$ cat src/rtl/bus_arb_pkg.sv
// Shared types and constants for the peripheral bus arbiter.
//   arb_state_e        : sequencer states IDLE / ACCESS / DONE
//   bus_req_t          : one master's latched bus request payload
//   BUS_ARB_ABORT_DATA : read data returned on a timed-out access
//   idx_w()            : width of a master index (at least 1 bit)
package bus_arb_pkg;

    localparam int unsigned ADDR_W = 32;
    localparam int unsigned DATA_W = 32;
    localparam int unsigned HB_W   = 2;
    localparam int unsigned CE_W   = 8;

    localparam logic [DATA_W-1:0] BUS_ARB_ABORT_DATA = 32'hDEAD_BEEF;

    typedef enum logic [1:0] {
        IDLE   = 2'd0,
        ACCESS = 2'd1,
        DONE   = 2'd2
    } arb_state_e;

    typedef struct packed {
        logic [ADDR_W-1:0] addr;
        logic [DATA_W-1:0] wdata;
        logic              we;
        logic              re;
        logic [HB_W-1:0]   hb;
        logic [CE_W-1:0]   ce;
    } bus_req_t;

    function automatic int unsigned idx_w(input int unsigned n);
        return (n > 1) ? $clog2(n) : 1;
    endfunction

endpackage

$ cat src/rtl/bus_rr_picker.sv
// Combinational round-robin picker: first requester at or above rr_ptr,
// searching upward with wrap.
//   req     : per-master request vector
//   rr_ptr  : highest-priority master index
//   valid_c : some master is requesting
//   idx_c   : selected master index (0 when valid_c is low)
module bus_rr_picker
    import bus_arb_pkg::*;
#(
    parameter  int unsigned NUM_MASTERS = 2,
    localparam int unsigned IDX_W       = idx_w(NUM_MASTERS)
) (
    input  logic [NUM_MASTERS-1:0] req,
    input  logic [IDX_W-1:0]       rr_ptr,
    output logic                   valid_c,
    output logic [IDX_W-1:0]       idx_c
);

    int unsigned cand;

    always_comb begin
        valid_c = 1'b0;
        idx_c   = '0;
        cand    = 0;
        for (int unsigned i = 0; i < NUM_MASTERS; i++) begin
            cand = 32'(rr_ptr) + i;
            if (cand >= NUM_MASTERS) begin
                cand = cand - NUM_MASTERS;
            end
            if (!valid_c && req[IDX_W'(cand)]) begin
                valid_c = 1'b1;
                idx_c   = IDX_W'(cand);
            end
        end
    end

endmodule

$ cat src/rtl/bus_arbiter.sv
// Round-robin arbiter and sequencer between memory-side masters and the
// shared peripheral bus. One registered transaction at a time; the owner
// receives a one-cycle grant with read data after the slave acknowledge.
// Optional feature macro: BUS_ARB_TIMEOUT_EN (abort ACCESS after
// TIMEOUT_CYCLES cycles without ack, grant with 32'hDEAD_BEEF, pulse o_TIMEOUT).
//   i_CLK, i_RST          : clock, synchronous active-high reset
//   i_M_*                 : packed per-master request fields (master k at slice k)
//   o_M_GNT, o_M_RDATA    : registered one-cycle grant and read data
//   o_BUS_*               : registered bus transaction
//   i_BUS_RDATA, i_BUS_ACK: slave read data and completion
//   o_TIMEOUT             : abort pulse (0 without the timeout feature)
module bus_arbiter
    import bus_arb_pkg::*;
#(
    parameter int unsigned NUM_MASTERS    = 2,
    parameter int unsigned TIMEOUT_CYCLES = 255
) (
    input  logic                          i_CLK,
    input  logic                          i_RST,
    input  logic [NUM_MASTERS-1:0]        i_M_REQ,
    input  logic [ADDR_W*NUM_MASTERS-1:0] i_M_ADDR,
    input  logic [DATA_W*NUM_MASTERS-1:0] i_M_WDATA,
    input  logic [NUM_MASTERS-1:0]        i_M_WE,
    input  logic [NUM_MASTERS-1:0]        i_M_RE,
    input  logic [HB_W*NUM_MASTERS-1:0]   i_M_HB,
    input  logic [CE_W*NUM_MASTERS-1:0]   i_M_CE,
    output logic [NUM_MASTERS-1:0]        o_M_GNT,
    output logic [DATA_W-1:0]             o_M_RDATA,
    output logic [ADDR_W-1:0]             o_BUS_ADDR,
    output logic [DATA_W-1:0]             o_BUS_WDATA,
    output logic                          o_BUS_WE,
    output logic                          o_BUS_RE,
    output logic [HB_W-1:0]               o_BUS_HB,
    output logic [CE_W-1:0]               o_BUS_CE,
    input  logic [DATA_W-1:0]             i_BUS_RDATA,
    input  logic                          i_BUS_ACK,
    output logic                          o_TIMEOUT
);

    localparam int unsigned IDX_W = idx_w(NUM_MASTERS);

    arb_state_e             state_q, state_d;
    logic [IDX_W-1:0]       owner_q, owner_d;
    logic [IDX_W-1:0]       rr_ptr_q, rr_ptr_d;
    bus_req_t               bus_q, bus_d;
    logic [NUM_MASTERS-1:0] gnt_q, gnt_d;
    logic [DATA_W-1:0]      rdata_q, rdata_d;

    logic                   pick_valid_c;
    logic [IDX_W-1:0]       pick_idx_c;
    bus_req_t               sel_req_c;

`ifdef BUS_ARB_TIMEOUT_EN
    localparam int unsigned CNT_W = ($clog2(TIMEOUT_CYCLES + 1) > 8) ?
                                    $clog2(TIMEOUT_CYCLES + 1) : 8;
    logic [CNT_W-1:0]       cnt_q, cnt_d;
    logic                   timeout_q, timeout_d;
`endif

    bus_rr_picker #(
        .NUM_MASTERS (NUM_MASTERS)
    ) u_picker (
        .req     (i_M_REQ),
        .rr_ptr  (rr_ptr_q),
        .valid_c (pick_valid_c),
        .idx_c   (pick_idx_c)
    );

    // Mux the picked master's request fields out of the packed buses.
    always_comb begin
        sel_req_c = '0;
        for (int unsigned k = 0; k < NUM_MASTERS; k++) begin
            if (IDX_W'(k) == pick_idx_c) begin
                sel_req_c.addr  = i_M_ADDR [k*ADDR_W +: ADDR_W];
                sel_req_c.wdata = i_M_WDATA[k*DATA_W +: DATA_W];
                sel_req_c.we    = i_M_WE[k];
                sel_req_c.re    = i_M_RE[k];
                sel_req_c.hb    = i_M_HB[k*HB_W +: HB_W];
                sel_req_c.ce    = i_M_CE[k*CE_W +: CE_W];
            end
        end
    end

    // Next-state and registered-output logic. Grant and read data default to
    // zero so they only pulse for the single DONE cycle.
    always_comb begin
        state_d  = state_q;
        owner_d  = owner_q;
        rr_ptr_d = rr_ptr_q;
        bus_d    = bus_q;
        gnt_d    = '0;
        rdata_d  = '0;
`ifdef BUS_ARB_TIMEOUT_EN
        cnt_d     = cnt_q;
        timeout_d = 1'b0;
`endif
        unique case (state_q)
            IDLE: begin
                if (pick_valid_c) begin
                    state_d = ACCESS;
                    owner_d = pick_idx_c;
                    bus_d   = sel_req_c;
`ifdef BUS_ARB_TIMEOUT_EN
                    cnt_d   = '0;
`endif
                end
            end
            ACCESS: begin
                if (i_BUS_ACK) begin
                    state_d = DONE;
                    bus_d   = '0;
                    gnt_d   = NUM_MASTERS'(1) << owner_q;
                    rdata_d = bus_q.re ? i_BUS_RDATA : '0;
                end
`ifdef BUS_ARB_TIMEOUT_EN
                else if (cnt_q == CNT_W'(TIMEOUT_CYCLES)) begin
                    state_d   = DONE;
                    bus_d     = '0;
                    gnt_d     = NUM_MASTERS'(1) << owner_q;
                    rdata_d   = BUS_ARB_ABORT_DATA;
                    timeout_d = 1'b1;
                end else begin
                    cnt_d = cnt_q + CNT_W'(1);
                end
`endif
            end
            DONE: begin
                state_d  = IDLE;
                rr_ptr_d = (owner_q == IDX_W'(NUM_MASTERS - 1)) ? '0 : owner_q + IDX_W'(1);
            end
            default: begin
                state_d = IDLE;
                bus_d   = '0;
            end
        endcase
    end

    always_ff @(posedge i_CLK) begin
        if (i_RST) begin
            state_q  <= IDLE;
            owner_q  <= '0;
            rr_ptr_q <= '0;
            bus_q    <= '0;
            gnt_q    <= '0;
            rdata_q  <= '0;
        end else begin
            state_q  <= state_d;
            owner_q  <= owner_d;
            rr_ptr_q <= rr_ptr_d;
            bus_q    <= bus_d;
            gnt_q    <= gnt_d;
            rdata_q  <= rdata_d;
        end
    end

`ifdef BUS_ARB_TIMEOUT_EN
    always_ff @(posedge i_CLK) begin
        if (i_RST) begin
            cnt_q     <= '0;
            timeout_q <= 1'b0;
        end else begin
            cnt_q     <= cnt_d;
            timeout_q <= timeout_d;
        end
    end

    assign o_TIMEOUT = timeout_q;
`else
    // Timeout configuration has no effect in this build.
    logic unused_timeout_cfg;
    assign unused_timeout_cfg = ^{32'(TIMEOUT_CYCLES), BUS_ARB_ABORT_DATA};
    assign o_TIMEOUT = 1'b0;
`endif

    assign o_M_GNT     = gnt_q;
    assign o_M_RDATA   = rdata_q;
    assign o_BUS_ADDR  = bus_q.addr;
    assign o_BUS_WDATA = bus_q.wdata;
    assign o_BUS_WE    = bus_q.we;
    assign o_BUS_RE    = bus_q.re;
    assign o_BUS_HB    = bus_q.hb;
    assign o_BUS_CE    = bus_q.ce;

endmodule

$ cat config.mk
export PLATFORM = sky130hd
export DESIGN_NAME = bus_arbiter
export DESIGN_NICKNAME = d
export VERILOG_FILES = /design/src/rtl/bus_arb_pkg.sv /design/src/rtl/bus_rr_picker.sv /design/src/rtl/bus_arbiter.sv
export SDC_FILE = /design/constraint.sdc
export NUM_CORES = 1
export LEC_CHECK = 0
export CORE_MARGIN = 2
export CORE_UTILIZATION = 35
export DETAILED_ROUTE_END_ITERATION = 16
export HOLD_SLACK_MARGIN = 0.1
export PLACE_DENSITY = 0.77
export SLEW_MARGIN = 20
export SYNTH_ARGS = -nofsm -noshare
export SYNTH_HDL_FRONTEND = slang
export SYNTH_HIERARCHICAL = 1
export SYNTH_SLANG_ARGS = --single-unit
$ cat constraint.sdc
create_clock -name i_CLK -period 1.9 [get_ports i_CLK]
set_input_delay 0.38 -clock i_CLK [delete_from_list [all_inputs] [get_ports i_CLK]]
set_output_delay 0.38 -clock i_CLK [all_outputs]
set_load 0.05 [all_outputs]
### Word level (Yosys, flattened, before mapping)

Index checks and enable logic that the tools add are counted.

| storage, ports and cells | value |
|---|---|
| output and inout bits | 111 |
| input port bits | 189 |
| word-level logic and storage cells | 54 |
| register bits | 114 |

| cells by class | value |
|---|---|
| add/sub/neg operators | 4 |
| muxes and demuxes | 18 |
| reductions and logical operators | 8 |
| $lt $le $gt $ge | 4 |
| bitwise operators | 4 |
| eq/ne operators | 4 |
| shift-type cells | 1 |

Operators with widths:

| kind | count |
|---|---|
| 76-bit two-way mux | 3 |
| 76-bit one-hot mux with 3 select lines | 1 |
| 1-bit two-way mux | 11 |
| 1-bit by 2-bit < comparator with 1-bit output, second input constant | 2 |
| 2-bit two-way mux | 2 |
| 2-bit != test, second input constant | 2 |
| 1-bit NOT | 4 |
| 2-bit one-hot mux with 2 select lines | 1 |
| 2-bit AND reduction | 2 |
| 4-bit OR reduction | 1 |
| 3-bit AND reduction | 1 |
| 3-bit OR reduction | 1 |
| 1-bit by 1-bit adder with 2-bit output, second input constant | 1 |
| 2-bit by 1-bit equality test with 1-bit output, second input constant | 1 |
| 2-bit equality test, second input constant | 1 |
| 1-bit by 2-bit greater-or-equal comparator with 1-bit output, second input constant | 1 |
| 2-bit greater-or-equal comparator, second input constant | 1 |
| 2-bit zero test | 1 |
| 1-bit by 1-bit << shifter with 2-bit output, first input constant | 1 |
| 1-bit subtractor, second input constant | 2 |
| 1-bit adder, second input constant | 1 |
| 1-bit logical AND | 1 |
| 1-bit zero test | 1 |

### Depth between registers and ports, before layout

Gate-level depths: netlist of the first run.

| logic depth | value |
|---|---|
| word-level depth | 11 |
| mapped depth | 8 |
| mapped depth without buffers | 5 |

### Modules after synthesis

The synthesis of the first run kept the hierarchy.

Modules (own cells, without submodules):

| module | area each (um^2) | times used | cells each | sequential area each (um^2) |
|---|---|---|---|---|
| bus_arbiter | 5031.1 | 1 | 503 | 2282.2 |
| bus_rr_picker | 17.5 | 1 | 3 | 0.0 |

### Worst setup path before layout of the first run

Ideal clock, no wire load.

| timing path | value |
|---|---|
| path type | input to register |
| start point | input port i_M_REQ[1] |
| end point | register bus_q, in the netlist o_BUS_WDATA[11] |
| buffers on the path | 3 |
| setup time | 0.122 ns |
| cell stages on the path | 7 |
| setup slack | 0.219 ns |
| required time | 1.778 ns |
| data arrival time | 1.558 ns |
| path through | a21boi_1 > clkbuf_1 > buf_4 > buf_2 > mux2_2 > o211ai_1 > o21ai_1 |

| between the ends | value |
|---|---|
| cells in the longest elaborated chain, start to end | 9 |
| elaborated cells between the ends (all ways) | 15 |
| classes of those cells | 1 x eq/ne; 11 x mux; 3 x reduce/logical |

Ends and longest elaborated chain:

| element | line | RTL |
|---|---|---|
| from (decl) | bus_arbiter.sv:20 | `input logic [NUM_MASTERS-1:0] i_M_REQ,` |
| 1-bit two-way mux (implied by the code) (2 in a row) | bus_rr_picker.sv:30 | `if (!valid_c && req[IDX_W'(cand)]) begin` |
| 1-bit two-way mux | bus_rr_picker.sv:30 |  |
| 1-bit zero test | bus_rr_picker.sv:30 |  |
| 1-bit logical AND | bus_rr_picker.sv:30 |  |
| 1-bit two-way mux | bus_rr_picker.sv:30 |  |
| 76-bit two-way mux | bus_arbiter.sv:73 | `if (IDX_W'(k) == pick_idx_c) begin` |
| 76-bit two-way mux | bus_arbiter.sv:99 | `if (pick_valid_c) begin` |
| 76-bit one-hot mux with 3 select lines | bus_arbiter.sv:97 | `unique case (state_q)` |
| to (signal assigned) | bus_arbiter.sv:150 | `bus_q <= bus_d;` |
| to (decl) | bus_arbiter.sv:45 | `bus_req_t bus_q, bus_d;` |

Parallel ways exist; a longest one is shown, timed or not. The select of a mux whose other input is x is not followed.
A chain may end at the register's enable or synchronous reset.

### Final worst setup path of the first run

| timing path | value |
|---|---|
| start point | input port i_M_REQ[0] |
| end point | register bus_q, in the netlist o_BUS_ADDR[3] |

| between the ends | value |
|---|---|
| elaborated cells between the ends (all ways) | 15 |
| classes of those cells | 1 x eq/ne; 11 x mux; 3 x reduce/logical |

RTL lines:

| element | line | RTL |
|---|---|---|
| 1-bit two-way mux (implied by the code) (2 in a row) | bus_rr_picker.sv:30 |  |
| 1-bit two-way mux | bus_rr_picker.sv:30 |  |
| 1-bit zero test | bus_rr_picker.sv:30 |  |
| 1-bit logical AND | bus_rr_picker.sv:30 |  |
| 1-bit two-way mux * | bus_rr_picker.sv:30 |  |
| named net pick_valid_c | bus_arbiter.sv:49 | `logic pick_valid_c;` |
| 2-bit != test (no source line) * | n/a |  |
| 3-bit AND reduction (no source line) * | n/a |  |

Mark *: on every way through the listed nets, which the timed path passes. The rest lies on a longest branch. The select of a mux whose other input is x is not followed.

==> impl_metrics.ini, run 1 <==
[sta]
slew_violations = 0
worst_slew_pin_slew_ns = 0.5425
rsz0062_at_grt = false
relSlewSlack_pct = 63.98
finalCritPeriodShare_pct = 95.06
hold_viol_final = 0
worst_hold_slack_ns = 0.3335
setup_viol = 0
timing.final.crit_period_ns = 1.806
worst_clock_skew_ns = 0.005506
max_clock_freq_mhz = 553.7

[floorplan]
rows = 43
coreArea_um2 = 13990
fp.dieArea_um2 = 15400
die_h_um = 124.1
die_w_um = 124.1
start_util_pct = 36.09
ios = 300

[synth]
synth_nets = 695
ys_warn_count = 6
netlist_instances = 506
syn-cell-area_um2 = 5049
synth.distinct_cells = 28
syn-mean-instance-area_um2 = 9.977
synth-seq-cells = 114
ys_seq_area_share_pct = 45.20

[detailed_routing]
drtIter0Drc = 315
wl_per_cell_um = 16.77
drc_errors = 0
antenna_left = 0
avgViaCountPerCell = 5.037
routed_wl_um = 16470
drtPass1Iterations = 4
via_count = 4946

[worst_setup_path]
crit_chain = clkdlybuf4s50_1 -> or2_1 -> nor3b_4 -> or2_2 -> buf_12 -> o21ai_0
cp_slowest_stage_delay_ns = 0.50
path_max_fanout = 41
reg2reg_slack_ns = 0.26
crit_family = simple AND/OR/NAND/NOR gates
worstSetupPathType = in -> reg
r2r_start = rr_ptr_q
start_kind = input pin
ff2ff_path_depth = 6
crit_path_end_kind = flop
arrival_ns = 2.12
timing.rr.end = o_BUS_RE
cp.depth = 6
cp.required_ns = 2.22
crit_buf_inv = 2
cp_slowest_cell = clkdlybuf4s50_1

[hold_path]
holdPathStages = 2
hold_path.startpoint = i_RST
hp-class = in -> reg
whs_endpoint = owner_q

[run]
drv_cap = 0

[power_and_ir_drop]
p_int_mw = 5.810
p_total_mw = 8.040
leakagePower_nw = 3.656
swShare_pct = 27.74
p_per_area_nw_per_um2 = 918.6
peakVddDrop_v = 0.0005572
clockPowerShare_pct = 44.3
switchingPower_mw = 2.230
power.share.combinational_pct = 22.9
p_seq_share_pct = 32.8

[final_layout]
final_cell_mix = 187 x clkdlybuf4s50_1, 114 x dfxtp_1, 76 x dlygate4sd2_1
final_nets = 978
syn_to_final_growth_pct = 73.36
drive_gt1_share_pct = 19.70
num-fill-cells = 1154
antenna_cells = 0
final_common_cell = clkdlybuf4s50_1

[clock_network]
clock_latency_ns = 0.40
post_cts_resized = 76
cts_buffers = 17
clkTransAtPathRegs_ns = 0.05
clk_path_buf_depth = 2
ctsHoldBuffers = 0
post_cts_buffers = 0
clock_sinks = 114
cts_root_buf = clkbuf_16
tritoncts = done
cts_max_level = 4

[grt]
gr-total-overflow = 0
grt_max_degree = 43
first_global_vias = 4783
grt_pass1_wl_um = 24180
grt_usage_pct = 20.50
grt_antenna_before_repair = 0

[placed_design]
numPortBuffers = 298
gp_congestion = 0.7644
dp_hpwl_um = 12270

[run_status]
outcome = completed
## cells in the mapped netlist, drive strengths merged
| master | count | area share [%] |
|---|---|---|
| a211oi | 1 | 0.15 |
| nor3 | 3 | 0.59 |
| nor3b | 1 | 0.25 |
| a2111oi | 1 | 0.17 |
| conb | 1 | 0.074 |
| o211ai | 67 | 10 |
| nor2b | 1 | 0.12 |
| nand2b | 67 | 8.3 |
| nand2 | 2 | 0.15 |
| mux2i | 10 | 2.0 |
| inv | 1 | 0.074 |
| mux2 | 67 | 15 |
| dfxtp | 114 | 45 |
| and2 | 1 | 0.12 |
| or2 | 2 | 0.25 |
| o21a | 1 | 0.15 |
| and3 | 32 | 4.0 |
| o21ai | 67 | 6.6 |
| nor2 | 3 | 0.22 |
| nor4 | 1 | 0.12 |
| buf | 20 | 2.4 |
| o2bb2ai | 9 | 1.6 |
| clkbuf | 33 | 2.5 |
| a21boi | 1 | 0.15 |
## worst reg2reg max path: stages (launching register included)
cell and delay [ns]:
dfxtp_1 0.33, inv_1 0.07, a21boi_4 0.20, buf_12 0.21
mux2_2 0.39, o211ai_1 0.14, o21ai_0 0.16
## routing by layer
| metal | wire length [µm] | vias to the layer above | global-route usage, % |
|---|---|---|---|
| met5 | 0 | - | 0 |
| met4 | 351 | 0 | 8.848 |
| met3 | 1463 | 29 | 6.044 |
| met2 | 8485 | 254 | 36.41 |
| met1 | 6173 | 2265 | 22.62 |
| li1 | - | 2398 | - |
## worst max path at each step
stage                     startpoint              end
after global placement    i_M_REQ[0]  o_BUS_WDATA[27]
after floorplan           i_M_REQ[1]  o_BUS_WDATA[11]
after CTS                 i_M_REQ[0]    o_BUS_ADDR[3]
final                     i_M_REQ[0]    o_BUS_ADDR[3]
after detailed placement  i_M_REQ[0]    o_BUS_ADDR[2]
after global routing      i_M_REQ[0]    o_BUS_ADDR[3]
## flip-flops by register name, summed over array words and instances (netlist names)
signal,cells
o_M_GNT,2
state_q,2
o_BUS_ADDR,32
rr_ptr_q,1
o_BUS_HB,2
o_BUS_RE,1
owner_q,1
o_BUS_CE,8
o_BUS_WDATA,32
o_M_RDATA,32
o_BUS_WE,1
## metrics by stage
| step | worst slack (ns) | instance area (µm²) | std cells | setup TNS [ns] | util [%] |
|---|---|---|---|---|---|
| 2_1_floorplan | 0.2195 | 5049 | 506 | 0 | - |
| 3_3_place_gp | -0.2540 | 8178 | 950 | -16.05 | 58.46 |
| 3_5_place_dp | -0.2988 | 8178 | 950 | -18.32 | 58.46 |
| 4_1_cts | 0.06971 | 8748 | 982 | 0 | 62.54 |
| 5_1_grt | 0.02090 | 8752 | 982 | 0 | 62.57 |
| 6_report | 0.09395 | 8752 | 982 | 0 | 62.57 |
## power groups by stage
stage / sequential (mW) / combinational (mW) / clock [mW]
floorplan: 3.18 / 0.550 / 0
global placement: 2.68 / 1.87 / 0
detailed placement: 2.69 / 1.90 / 0
CTS: 2.64 / 1.85 / 3.62
global route: 2.65 / 1.95 / 3.74
finish: 2.64 / 1.84 / 3.56
## final cells by class
type / instances / area [µm²] / area share [%]
Sequential cell: 114 / 2282 / 26.08
Multi-Input combinational cell: 338 / 2544 / 29.06
Tap cell: 180 / 225.2 / 2.573
Inverter: 1 / 3.754 / 0.04289
Clock inverter: 13 / 232.7 / 2.659
Clock buffer: 19 / 432.9 / 4.946
Timing Repair Buffer: 317 / 3032 / 34.64
## kinds of logic after synthesis
group | count (synthesis) | share of synthesized area (%)
AO/OA/AOI/OAI | 147 | 18.79
flip-flops | 114 | 45.20
AND/OR/NAND/NOR | 113 | 14.10
multiplexers | 77 | 16.93
buffers and inverters | 54 | 4.907
other | 1 | 0.07428
No activity file was read; power rests on OpenSTA's default activity.
==> run 2: changes to the inputs <==
- CTS_CLUSTER_SIZE: default -> 24
==> results of run 2 <==
Same layout as run 1: the final DEF is identical, and so are final timing and power.
